`config.mk`:
```
export PLATFORM = sky130hd
export DESIGN_NAME = generic_dec_dispatch_flat
export DESIGN_NICKNAME = d
export VERILOG_FILES = /design/src/rtl/generic_dec_dispatch_pkg.sv /design/src/rtl/generic_dec_dispatch_if.sv /design/src/rtl/generic_dec_dispatch_lane_reg.sv /design/src/rtl/generic_dec_dispatch.sv /design/src/flat_wrapper.sv
export SDC_FILE = /design/constraint.sdc
export NUM_CORES = 1
export LEC_CHECK = 0
export CORE_AREA = 2 2 84 86
export DETAILED_ROUTE_END_ITERATION = 10
export DIE_AREA = 0 0 86 88
export PLACE_DENSITY = 0.68
export SLEW_MARGIN = 5
export SYNTH_ARGS = -nofsm -noshare
export SYNTH_HDL_FRONTEND = slang
export SYNTH_SLANG_ARGS = --single-unit
```
`constraint.sdc`:
```
create_clock -name clk -period 4.6 [get_ports clk]
set_input_delay 1.38 -clock clk [delete_from_list [all_inputs] [get_ports clk]]
set_output_delay 1.38 -clock clk [all_outputs]
set_load 0.1 [all_outputs]
```
`src/rtl/generic_dec_dispatch_pkg.sv`:
```
// Shared types and width helpers for the lane dispatcher.
// calc_size / calc_cnt_w are also used by the find-first-set based arbiters
// so that encoder and decoder agree on index and count widths.
package generic_dec_dispatch_pkg;

  localparam int unsigned MaxWidth = 64;
  localparam int unsigned MaxIdxW  = 6;
  localparam int unsigned MaxDataW = 32;

  // Width of a binary lane index; never narrower than one bit.
  function automatic int unsigned calc_size(int unsigned width);
    return (width <= 2) ? 1 : $clog2(width);
  endfunction

  // Width of a counter that must be able to hold the value 'width'.
  function automatic int unsigned calc_cnt_w(int unsigned width);
    return $clog2(width + 1);
  endfunction

  // One input beat, sized for the largest supported configuration.
  typedef struct packed {
    logic [MaxIdxW-1:0]  idx;
    logic                bcast;
    logic [MaxDataW-1:0] data;
  } dispatch_beat_t;

endpackage

```
`src/rtl/generic_dec_dispatch_if.sv`:
```
// Handshake bundle between the beat source, the dispatcher and the lane consumers.
//   in_valid/in_ready/in_idx/in_bcast/in_data : encoded input beat
//   out_valid/out_ready/out_data              : per-lane output handshakes
// master: source + consumers side; slave: the dispatcher.
interface generic_dec_dispatch_if
  import generic_dec_dispatch_pkg::*;
#(
  parameter int unsigned WIDTH      = 8,
  parameter int unsigned SIZE       = calc_size(WIDTH),
  parameter int unsigned DATA_WIDTH = 4
);

  logic                             in_valid;
  logic                             in_ready;
  logic [SIZE-1:0]                  in_idx;
  logic                             in_bcast;
  logic [DATA_WIDTH-1:0]            in_data;
  logic [WIDTH-1:0]                 out_valid;
  logic [WIDTH-1:0]                 out_ready;
  logic [WIDTH-1:0][DATA_WIDTH-1:0] out_data;

  modport master (
    output in_valid, in_idx, in_bcast, in_data, out_ready,
    input  in_ready, out_valid, out_data
  );

  modport slave (
    input  in_valid, in_idx, in_bcast, in_data, out_ready,
    output in_ready, out_valid, out_data
  );

endinterface

```
`src/rtl/generic_dec_dispatch_lane_reg.sv`:
```
// One-entry holding register for a single output lane.
//   clk, reset_n : clock, async active-low reset
//   flush        : clear valid (highest priority)
//   load         : capture load_data and set valid
//   ready        : consumer ready; drains the entry when valid
//   valid, data  : held entry
//   free         : entry can accept a load this cycle (empty or draining)
//   valid_next   : value valid takes at the next edge
module dispatch_lane_reg #(
  parameter int unsigned DATA_WIDTH = 4
) (
  input  logic                  clk,
  input  logic                  reset_n,
  input  logic                  flush,
  input  logic                  load,
  input  logic                  ready,
  input  logic [DATA_WIDTH-1:0] load_data,
  output logic                  valid,
  output logic [DATA_WIDTH-1:0] data,
  output logic                  free,
  output logic                  valid_next
);

  logic                  valid_d, valid_q;
  logic [DATA_WIDTH-1:0] data_d, data_q;

  always_comb begin
    valid_d = valid_q;
    data_d  = data_q;
    if (flush) begin
      valid_d = 1'b0;
    end else if (load) begin
      valid_d = 1'b1;
      data_d  = load_data;
    end else if (valid_q && ready) begin
      valid_d = 1'b0;
    end
  end

  // Data only changes on load, so it is stable while stalled.
  always_ff @(posedge clk or negedge reset_n) begin
    if (!reset_n) begin
      valid_q <= 1'b0;
      data_q  <= '0;
    end else begin
      valid_q <= valid_d;
      data_q  <= data_d;
    end
  end

  assign valid      = valid_q;
  assign data       = data_q;
  assign free       = !valid_q || ready;
  assign valid_next = valid_d;

endmodule

```
`src/rtl/generic_dec_dispatch.sv`:
```
// Decodes (binary lane index, data) beats and delivers each to the addressed lane,
// or to every lane on broadcast.
//   clk, reset_n : clock, async active-low reset
//   bus          : input beat handshake and per-lane output handshakes (slave side)
//   flush        : synchronous clear of all lanes; blocks input that cycle
//   err_clr      : clears err_sticky (a simultaneous set wins)
//   err_sticky   : an out-of-range unicast beat was accepted
//   any_valid    : some lane is full
//   occupancy    : number of full lanes
module generic_dec_dispatch
  import generic_dec_dispatch_pkg::*;
#(
  parameter int unsigned WIDTH      = 8,
  parameter int unsigned SIZE       = calc_size(WIDTH),
  parameter int unsigned DATA_WIDTH = 4,
  parameter int unsigned CNT_W      = calc_cnt_w(WIDTH)
) (
  input  logic                  clk,
  input  logic                  reset_n,
  generic_dec_dispatch_if.slave bus,
  input  logic                  flush,
  input  logic                  err_clr,
  output logic                  err_sticky,
  output logic                  any_valid,
  output logic [CNT_W-1:0]      occupancy
);

  logic [WIDTH-1:0]                 sel;
  logic [WIDTH-1:0]                 free;
  logic [WIDTH-1:0]                 load;
  logic [WIDTH-1:0]                 valid_next;
  logic [WIDTH-1:0]                 lane_valid;
  logic [WIDTH-1:0][DATA_WIDTH-1:0] lane_data;
  logic [31:0]                      idx_ext;
  logic                             in_range;
  logic                             in_ready;
  logic                             accept;
  logic                             err_set;
  logic                             err_d, err_q;
  logic [CNT_W-1:0]                 occ_d, occ_q;
  logic                             any_d, any_q;

  // Index decode; an out-of-range index selects no lane.
  always_comb begin
    idx_ext  = 32'(bus.in_idx);
    in_range = idx_ext < WIDTH;
    sel      = '0;
    for (int unsigned k = 0; k < WIDTH; k++) begin
      sel[k] = (idx_ext == k);
    end
  end

  // in_ready never looks at in_valid, so the source may wait on it.
  always_comb begin
    in_ready = 1'b1;
    if (flush) begin
      in_ready = 1'b0;
    end else if (bus.in_bcast) begin
      in_ready = &free;
    end else if (in_range) begin
      in_ready = |(sel & free);
    end
  end

  assign accept  = bus.in_valid && in_ready;
  assign err_set = accept && !bus.in_bcast && !in_range;

  always_comb begin
    load = '0;
    for (int unsigned k = 0; k < WIDTH; k++) begin
      load[k] = accept && (bus.in_bcast || sel[k]);
    end
  end

  for (genvar k = 0; k < WIDTH; k++) begin : g_lane
    dispatch_lane_reg #(
      .DATA_WIDTH (DATA_WIDTH)
    ) u_lane (
      .clk        (clk),
      .reset_n    (reset_n),
      .flush      (flush),
      .load       (load[k]),
      .ready      (bus.out_ready[k]),
      .load_data  (bus.in_data),
      .valid      (lane_valid[k]),
      .data       (lane_data[k]),
      .free       (free[k]),
      .valid_next (valid_next[k])
    );
  end

  // Occupancy tracks the lane state that will exist after this edge.
  always_comb begin
    occ_d = '0;
    for (int unsigned k = 0; k < WIDTH; k++) begin
      occ_d = occ_d + CNT_W'(valid_next[k]);
    end
    any_d = |valid_next;
  end

  assign err_d = err_set || (err_q && !err_clr);

  always_ff @(posedge clk or negedge reset_n) begin
    if (!reset_n) begin
      err_q <= 1'b0;
      occ_q <= '0;
      any_q <= 1'b0;
    end else begin
      err_q <= err_d;
      occ_q <= occ_d;
      any_q <= any_d;
    end
  end

  assign bus.in_ready  = in_ready;
  assign bus.out_valid = lane_valid;
  assign bus.out_data  = lane_data;
  assign err_sticky    = err_q;
  assign any_valid     = any_q;
  assign occupancy     = occ_q;

endmodule
```
`src/flat_wrapper.sv`:
```
// flat-port wrapper written by rule: the top's interface ports become plain ports
module generic_dec_dispatch_flat import generic_dec_dispatch_pkg::*;
#(
  parameter int unsigned WIDTH      = 8,
  parameter int unsigned SIZE       = calc_size(WIDTH),
  parameter int unsigned DATA_WIDTH = 4,
  parameter int unsigned CNT_W      = calc_cnt_w(WIDTH)
)
  (clk, reset_n, flush, err_clr, err_sticky, any_valid, occupancy, bus_in_valid, bus_in_idx, bus_in_bcast, bus_in_data, bus_out_ready, bus_in_ready, bus_out_valid, bus_out_data);
  generic_dec_dispatch_if #(.WIDTH(WIDTH), .SIZE(SIZE), .DATA_WIDTH(DATA_WIDTH)) bus_i ();
  input  logic clk;
  input  logic reset_n;
  input  logic flush;
  input  logic err_clr;
  output logic err_sticky;
  output logic any_valid;
  output logic [CNT_W-1:0] occupancy;
  input wire logic [$bits(bus_i.in_valid)-1:0] bus_in_valid;
  input wire logic [$bits(bus_i.in_idx)-1:0] bus_in_idx;
  input wire logic [$bits(bus_i.in_bcast)-1:0] bus_in_bcast;
  input wire logic [$bits(bus_i.in_data)-1:0] bus_in_data;
  input wire logic [$bits(bus_i.out_ready)-1:0] bus_out_ready;
  output wire logic [$bits(bus_i.in_ready)-1:0] bus_in_ready;
  output wire logic [$bits(bus_i.out_valid)-1:0] bus_out_valid;
  output wire logic [$bits(bus_i.out_data)-1:0] bus_out_data;
  assign bus_i.in_valid = bus_in_valid;
  assign bus_i.in_idx = bus_in_idx;
  assign bus_i.in_bcast = bus_in_bcast;
  assign bus_i.in_data = bus_in_data;
  assign bus_i.out_ready = bus_out_ready;
  assign bus_in_ready = bus_i.in_ready;
  assign bus_out_valid = bus_i.out_valid;
  assign bus_out_data = bus_i.out_data;
  generic_dec_dispatch #(.WIDTH(WIDTH), .SIZE(SIZE), .DATA_WIDTH(DATA_WIDTH), .CNT_W(CNT_W)) u_core (.clk(clk), .reset_n(reset_n), .bus(bus_i), .flush(flush), .err_clr(err_clr), .err_sticky(err_sticky), .any_valid(any_valid), .occupancy(occupancy));
endmodule
```
=== Word level (Yosys, flattened, before mapping) ===
Index checks and enable logic that the tools add are counted.

* Add/subtract/negate cells: 7
* Eq/ne operators: 7
* Multiplexer cells: 26
* Bitwise gates (word level): 2
* Reduce and logical (&&, ||, !) cells: 55

{| class="wikitable"
|+ Operator list
! operator !! number
|-
| 2-to-1 mux 1 bit || 26
|-
| adder 4 x 1 -> 4 bit || 6
|-
| logical AND 1 bit || 18
|-
| logical OR 1 bit || 16
|-
| AND reduction 2 bit || 8
|-
| OR reduction 8 bit || 2
|-
| == test 3 bit (second input constant) || 4
|-
| zero test 1 bit || 9
|-
| bitwise AND 8 bit || 1
|-
| AND reduction 8 bit || 1
|-
| == test 3 x 2 -> 1 bit (second input constant) || 2
|-
| == test 3 x 1 -> 1 bit (second input constant) || 1
|-
| zero test 3 bit || 1
|-
| adder 1 x 1 -> 2 bit || 1
|-
| NOT 1 bit || 1
|}

* Flip-flop bits (word level): 46
* Input bits: 21
* Output and inout bits: 47
* Logic and storage cells: 116

=== Longest topological paths before layout ===
* Depth after elaboration: 17
* Mapped depth: 15
* Mapped depth without buffers: 14

=== Hierarchy ===
From an unflattened synthesis, not the netlist that was laid out.

* Cells, all modules: 184
* Area total of the unflattened synthesis: 2244.7 µm²

{| class="wikitable"
|+ Modules (own cells, without submodules)
! module !! instances !! cells an instance !! area an instance (µm²) !! sequential area each (µm²)
|-
| dispatch_lane_reg || 8 || 13 || 198.9 || 125.1
|-
| generic_dec_dispatch || 1 || 80 || 653.1 || 150.1
|}

=== Worst setup path after synthesis ===
Ideal clock, no wire load.

* Kind: input -> register
* Start: input bus_in_idx[2]
* End: register u_core.occ_q[2] (netlist: u_core.occupancy[2])
* Library setup time: 0.122 ns
* Arrival time: 4.810 ns
* Data required time: 4.478 ns
* Slack: -0.332 ns
* Stages on the path: 15
* Path buffers: 1
* Cell sequence: clkbuf_1 -> nor2_1 -> a32oi_1 -> nand4_1 -> o21ai_2 -> nor3_2 -> o21bai_1 -> ha_1 -> inv_1 -> fa_1 -> fa_1 -> inv_1 -> fa_1 -> fa_1 -> xor2_1

* Word-level cells in the longest chain between the ends: 16
* Elaborated cells between the ends (all ways): 52
* Those cells by class: add/sub: 7; eq/ne: 7; mux: 18; bitwise: 1; reduce/logical: 19

{| class="wikitable"
|+ Ends and longest elaborated chain
! element !! RTL line !! RTL
|-
| start: declaration || flat_wrapper.sv:19 || <nowiki>input wire logic [$bits(bus_i.in_idx)-1:0] bus_in_idx;</nowiki>
|-
| == test 3 x 1 -> 1 bit (tied with other cells) || generic_dec_dispatch.sv:49 || <nowiki>sel[k] = (idx_ext == k);</nowiki>
|-
| bitwise AND 8 bit || generic_dec_dispatch.sv:61 || <nowiki>in_ready = |(sel & free);</nowiki>
|-
| OR reduction 8 bit || generic_dec_dispatch.sv:61 ||
|-
| 2-to-1 mux 1 bit || generic_dec_dispatch.sv:58 || <nowiki>end else if (bus.in_bcast) begin</nowiki>
|-
| 2-to-1 mux 1 bit || generic_dec_dispatch.sv:56 || <nowiki>if (flush) begin</nowiki>
|-
| logical AND 1 bit || generic_dec_dispatch.sv:65 || <nowiki>assign accept = bus.in_valid && in_ready;</nowiki>
|-
| logical AND 1 bit || generic_dec_dispatch.sv:71 || <nowiki>load[k] = accept && (bus.in_bcast || sel[k]);</nowiki>
|-
| 2-to-1 mux 1 bit || generic_dec_dispatch_lane_reg.sv:32 || <nowiki>end else if (load) begin</nowiki>
|-
| 2-to-1 mux 1 bit || generic_dec_dispatch_lane_reg.sv:30 || <nowiki>if (flush) begin</nowiki>
|-
| adder 1 x 1 -> 2 bit || generic_dec_dispatch.sv:96 || <nowiki>occ_d = occ_d + CNT_W'(valid_next[k]);</nowiki>
|-
| adder 4 x 1 -> 4 bit (5 in series) || generic_dec_dispatch.sv:96 ||
|-
| adder 4 x 1 -> 4 bit * || generic_dec_dispatch.sv:96 ||
|-
| net u_core.occ_d[2] || generic_dec_dispatch.sv:40 || <nowiki>logic [CNT_W-1:0] occ_d, occ_q;</nowiki>
|-
| end signal: assignment || generic_dec_dispatch.sv:106 || <nowiki>occ_q <= '0;</nowiki>
|-
| end signal: assignment || generic_dec_dispatch.sv:110 || <nowiki>occ_q <= occ_d;</nowiki>
|-
| end: declaration || generic_dec_dispatch.sv:40 ||
|}

Mark *: on every way through the listed nets, which the timed path passes. The rest lies on a longest branch.
A chain may end at the register's enable or synchronous reset.

=== Worst setup path after layout ===
* Start: input bus_in_idx[1]
* End: register u_core.occ_q[2] (netlist: u_core.occupancy[2])

Same word-level chain as after synthesis.

==> report_table.html <==
<table>
<tr><th>Metric</th><th>Value</th></tr>
<tr><th colspan="2">Routing</th></tr>
<tr><td>Met2 routed WL</td><td>3.09 mm</td></tr>
<tr><td>Routed via count</td><td>1745</td></tr>
<tr><td>Residual DRC</td><td>0</td></tr>
<tr><td>Detailed route wirelength on metal3</td><td>371 um</td></tr>
<tr><td>Routed wire length</td><td>6.13 mm</td></tr>
<tr><td>Via-to-Cell Ratio</td><td>~5</td></tr>
<tr><td>Post-DR wirelength/cell</td><td>roughly 17 um</td></tr>
<tr><td>Number of DRC markers after the initial detailed-route iteration</td><td>35</td></tr>
<tr><td>Highest Signal Layer</td><td>met4</td></tr>
<tr><td>Number of nets with antenna violations after detailed routing</td><td>0</td></tr>
<tr><td>Number of iterations in the first detailed-routing pass</td><td>4</td></tr>
<tr><td>M1 wire length</td><td>2.48 mm</td></tr>
<tr><th colspan="2">Final layout</th></tr>
<tr><td>Most frequent standard cell in the layout excluding fill and tap cells</td><td>clkdlybuf4s50_1</td></tr>
<tr><td>Highest-count cells in the layout ignoring fill and taps</td><td>53 x clkdlybuf4s50_1, 46 x dfrtp_1, 37 x buf_4</td></tr>
<tr><td>Synthesis-to-finish area growth</td><td>57.7%</td></tr>
<tr><td>Number of antenna repair diodes</td><td>0</td></tr>
<tr><td>Share of layout cells above drive strength 1</td><td>between 40 and 50%</td></tr>
<tr><td>Number of filler instances in the final layout</td><td>582</td></tr>
<tr><td>Final #Nets</td><td>303</td></tr>
<tr><th colspan="2">Clocking</th></tr>
<tr><td>Insertion delay of the later-clocked pin in the worst-skew pair</td><td>0.29 ns</td></tr>
<tr><td>Clock Path Buffers</td><td>2</td></tr>
<tr><td>TritonCTS clock tree</td><td>built</td></tr>
<tr><td>Clock slew seen by the registers of the worst setup and hold paths</td><td>0.08 ns</td></tr>
<tr><td>Number of buffers added by the clock tree synthesis step</td><td>5</td></tr>
<tr><td>Htree depth</td><td>2</td></tr>
<tr><td>Clock root buffer</td><td>clkbuf_8</td></tr>
<tr><td>Number of hold buffers added after cts</td><td>0</td></tr>
<tr><td>Sinks on the clock net</td><td>46</td></tr>
<tr><th colspan="2">Synthesis</th></tr>
<tr><td>Async set-or-reset flop fraction in the synthesized netlist</td><td>100%</td></tr>
<tr><td>Synthesized cell area</td><td>0.00226 sq mm</td></tr>
<tr><td>Portion of the post-synthesis area used by sequential elements</td><td>50.9%</td></tr>
<tr><td>Post-Syn Nets</td><td>about 200</td></tr>
<tr><td>Post-synthesis register bit count</td><td>46</td></tr>
<tr><td>Mean area per synthesized cell</td><td>roughly 13 sq um</td></tr>
<tr><td>Warnings from Yosys</td><td>0</td></tr>
<tr><td>Synth Flop Type</td><td>dfrtp_1</td></tr>
<tr><td>Yosys cell types</td><td>35</td></tr>
<tr><td>Number of flops mapped to enable cells by yosys</td><td>0</td></tr>
<tr><td>Mapped Cells</td><td>175</td></tr>
<tr><th colspan="2">Flow run</th></tr>
<tr><td>Reported max-cap violation count</td><td>0</td></tr>
<tr><th colspan="2">Worst setup path</th></tr>
<tr><td>Crit end category</td><td>register</td></tr>
<tr><td>Arrival time of data at the critical path endpoint</td><td>4.73 ns</td></tr>
<tr><td>Kind of launch point of the worst setup path</td><td>input port</td></tr>
<tr><td>Setup Crit Path Kind</td><td>in -&gt; reg</td></tr>
<tr><td>Data required time of the critical path</td><td>4.78 ns</td></tr>
<tr><td>Maximum net fanout on the critical path</td><td>8</td></tr>
<tr><th colspan="2">Timing</th></tr>
<tr><td>Final Hold Viols</td><td>0</td></tr>
<tr><td>Max Clock Skew</td><td>0.00567 ns</td></tr>
<tr><td>Worst-case headroom to the max-slew limit</td><td>between 30% and 40%</td></tr>
<tr><td>Number of pins exceeding their max-slew limit in the final report</td><td>0</td></tr>
<tr><td>Timing-limited maximum frequency</td><td>220 MHz</td></tr>
<tr><td>Setup repair after global routing missed its margin</td><td>yes</td></tr>
<tr><td>Endpoints failing setup</td><td>0</td></tr>
<tr><td>Slew at the pin closest to its max-slew limit</td><td>1.03 ns</td></tr>
<tr><td>Period Utilization, post-route</td><td>a little over nine tenths</td></tr>
<tr><td>Worst hold slack after final layout</td><td>0.508 ns</td></tr>
<tr><td>Tmin final</td><td>4.54 ns</td></tr>
<tr><th colspan="2">Placed design</th></tr>
<tr><td>HPWL Detailed</td><td>about 4.4 mm</td></tr>
<tr><td>Buffers added on ports</td><td>67</td></tr>
<tr><td>Routability congestion estimate</td><td>0.874</td></tr>
<tr><th colspan="2">Die</th></tr>
<tr><td>Core box area</td><td>0.00664 sq mm</td></tr>
<tr><td>Vertical extent of the die</td><td>88 um</td></tr>
<tr><td>DIE AREA</td><td>0.00757 sq mm</td></tr>
<tr><td>Chip width</td><td>~86 um</td></tr>
<tr><td>Boundary Pins</td><td>68</td></tr>
<tr><td>Placement row count</td><td>30</td></tr>
<tr><td>Effective utilization at floorplan</td><td>34.0%</td></tr>
<tr><th colspan="2">Global route</th></tr>
<tr><td>Global route total overflow</td><td>0</td></tr>
<tr><td>Largest net degree at the start of global routing</td><td>between 40 and 50</td></tr>
<tr><td>Global-route usage over all layers</td><td>16.5%</td></tr>
<tr><td>Antenna violations before repair</td><td>0</td></tr>
<tr><td>First-pass GRT wire length</td><td>9.39 mm</td></tr>
<tr><td>Number of global-route vias before repair</td><td>1830</td></tr>
<tr><th colspan="2">Min path</th></tr>
<tr><td>Kind of path behind the tightest hold check</td><td>reg -&gt; reg</td></tr>
<tr><th colspan="2">Power</th></tr>
<tr><td>Worst IR Drop VDD</td><td>0.469 mV</td></tr>
<tr><td>PD cells</td><td>553 mW/mm^2</td></tr>
<tr><td>Total power</td><td>slightly below 2 mW</td></tr>
<tr><td>Static leakage</td><td>1.58 nW</td></tr>
<tr><th colspan="2">Status</th></tr>
<tr><td>Outcome</td><td>completed</td></tr>
</table>
[cell usage after synthesis (3+ instances only)]
| cell | count | share of area (%) |
|---|---|---|
| dfrtp_1 | 46 | 51 |
| mux2_2 | 28 | 14 |
| nor2b_1 | 9 | 2.5 |
| buf_4 | 8 | 2.7 |
| nand2b_1 | 7 | 1.9 |
| nor3_2 | 7 | 3.1 |
| o21ba_2 | 7 | 3.1 |
| inv_1 | 6 | 1.0 |
| nor2_1 | 6 | 1.0 |
| o21bai_1 | 5 | 1.7 |
| a21oi_1 | 4 | 0.89 |
| a31oi_1 | 4 | 1.1 |
| fa_1 | 4 | 3.5 |
| ha_1 | 4 | 2.2 |
| buf_2 | 3 | 0.66 |
| clkbuf_1 | 3 | 0.50 |
| mux2_4 | 3 | 2.0 |
[registers in the layout, indices dropped and copies added (netlist names)]
name,flops
u_core.occupancy,4
u_core.g_lane.u_lane.valid,8
u_core.err_sticky,1
u_core.g_lane.u_lane.data,32
u_core.any_valid,1
[metal layers]
layer | track usage, % | vias up
met5 | 0 | -
met4 | 7.22 | 0
met3 | 5.18 | 16
met2 | 27.1 | 57
met1 | 20.0 | 868
li1 | - | 804
[area by class of cell]
type                    instances  area [sq um]  share of cell area, %
well taps                      80           100                   2.81
clock inverters                 2          60.1                   1.68
flip-flops and latches         46          1150                   32.3
inverters                       6          22.5                  0.632
clock buffers                   6          82.6                   2.32
multi-input cells             108          1170                   32.7
repair buffers                107           981                   27.5
[per-stage QoR]
| stage | instance area [sq um] | cells | util (%) | setup WS, ns | TNS [ns] |
|---|---|---|---|---|---|
| 2_1_floorplan | 2320 | 175 | - | -0.176 | -0.267 |
| 3_3_place_gp | 3230 | 338 | 48.6 | -0.605 | -1.64 |
| 3_5_place_dp | 3230 | 338 | 48.6 | -0.694 | -1.91 |
| 4_1_cts | 3510 | 351 | 52.8 | -0.0477 | -0.0560 |
| 5_1_grt | 3560 | 355 | 53.7 | -0.0303 | -0.0493 |
| 6_report | 3560 | 355 | 53.7 | 0.0551 | 0 |
[path summary, 6_finish.rpt]
kind | from | endpoint | slack (ns) | depth (start not counted)
max in group asynchronous | reset_n | u_core.g_lane[5].u_lane.data[3] | 2.71 | 1
worst max register to register | u_core.g_lane[4].u_lane.valid | u_core.occupancy[2] | 0.74 | 14
worst min register to register | u_core.err_sticky | u_core.err_sticky | 0.51 | 1
worst max-delay path | bus_in_idx[1] | u_core.occupancy[2] | 0.06 | 15
min in group asynchronous | reset_n | u_core.err_sticky | 1.26 | 1
worst min-delay path | u_core.err_sticky | u_core.err_sticky | 0.51 | 1
[critical path, stage by stage]
cell      delay, ns
buf_4          0.15
and3b_2        0.22
a21oi_2        0.15
nand4_1        0.16
o21ai_4        0.33
nor3_4         0.08
o21bai_1       0.14
ha_1           0.25
inv_2          0.06
fa_1           0.40
fa_1           0.53
inv_2          0.04
fa_2           0.34
fa_2           0.34
xor2_1         0.15
[power breakdown]
part	internal, mW	leakage, nW	total (mW)	switching, mW
sequential	0.491	0.570	0.536	0.0450
clock	0.232	0.0714	0.366	0.135
combinational	0.276	0.940	1.07	0.792
[timing repair]
item,4_1_cts,5_1_grt
resized for setup,58,21
setup endpoints to repair,3,2
setup buffers,5,5
pin swaps,15,20
[logic make-up after synthesis]
family / count (synthesis) / synth area share (%)
AO/OA/AOI/OAI: 28 / 9.85
XOR/XNOR: 1 / 0.387
adder cells (fa/ha/maj): 8 / 5.76
buffers and inverters: 21 / 4.98
flip-flops: 46 / 50.9
multiplexers: 32 / 16.4
AND/OR/NAND/NOR: 39 / 11.7
Note: power is estimated with default switching activity, not from simulation.
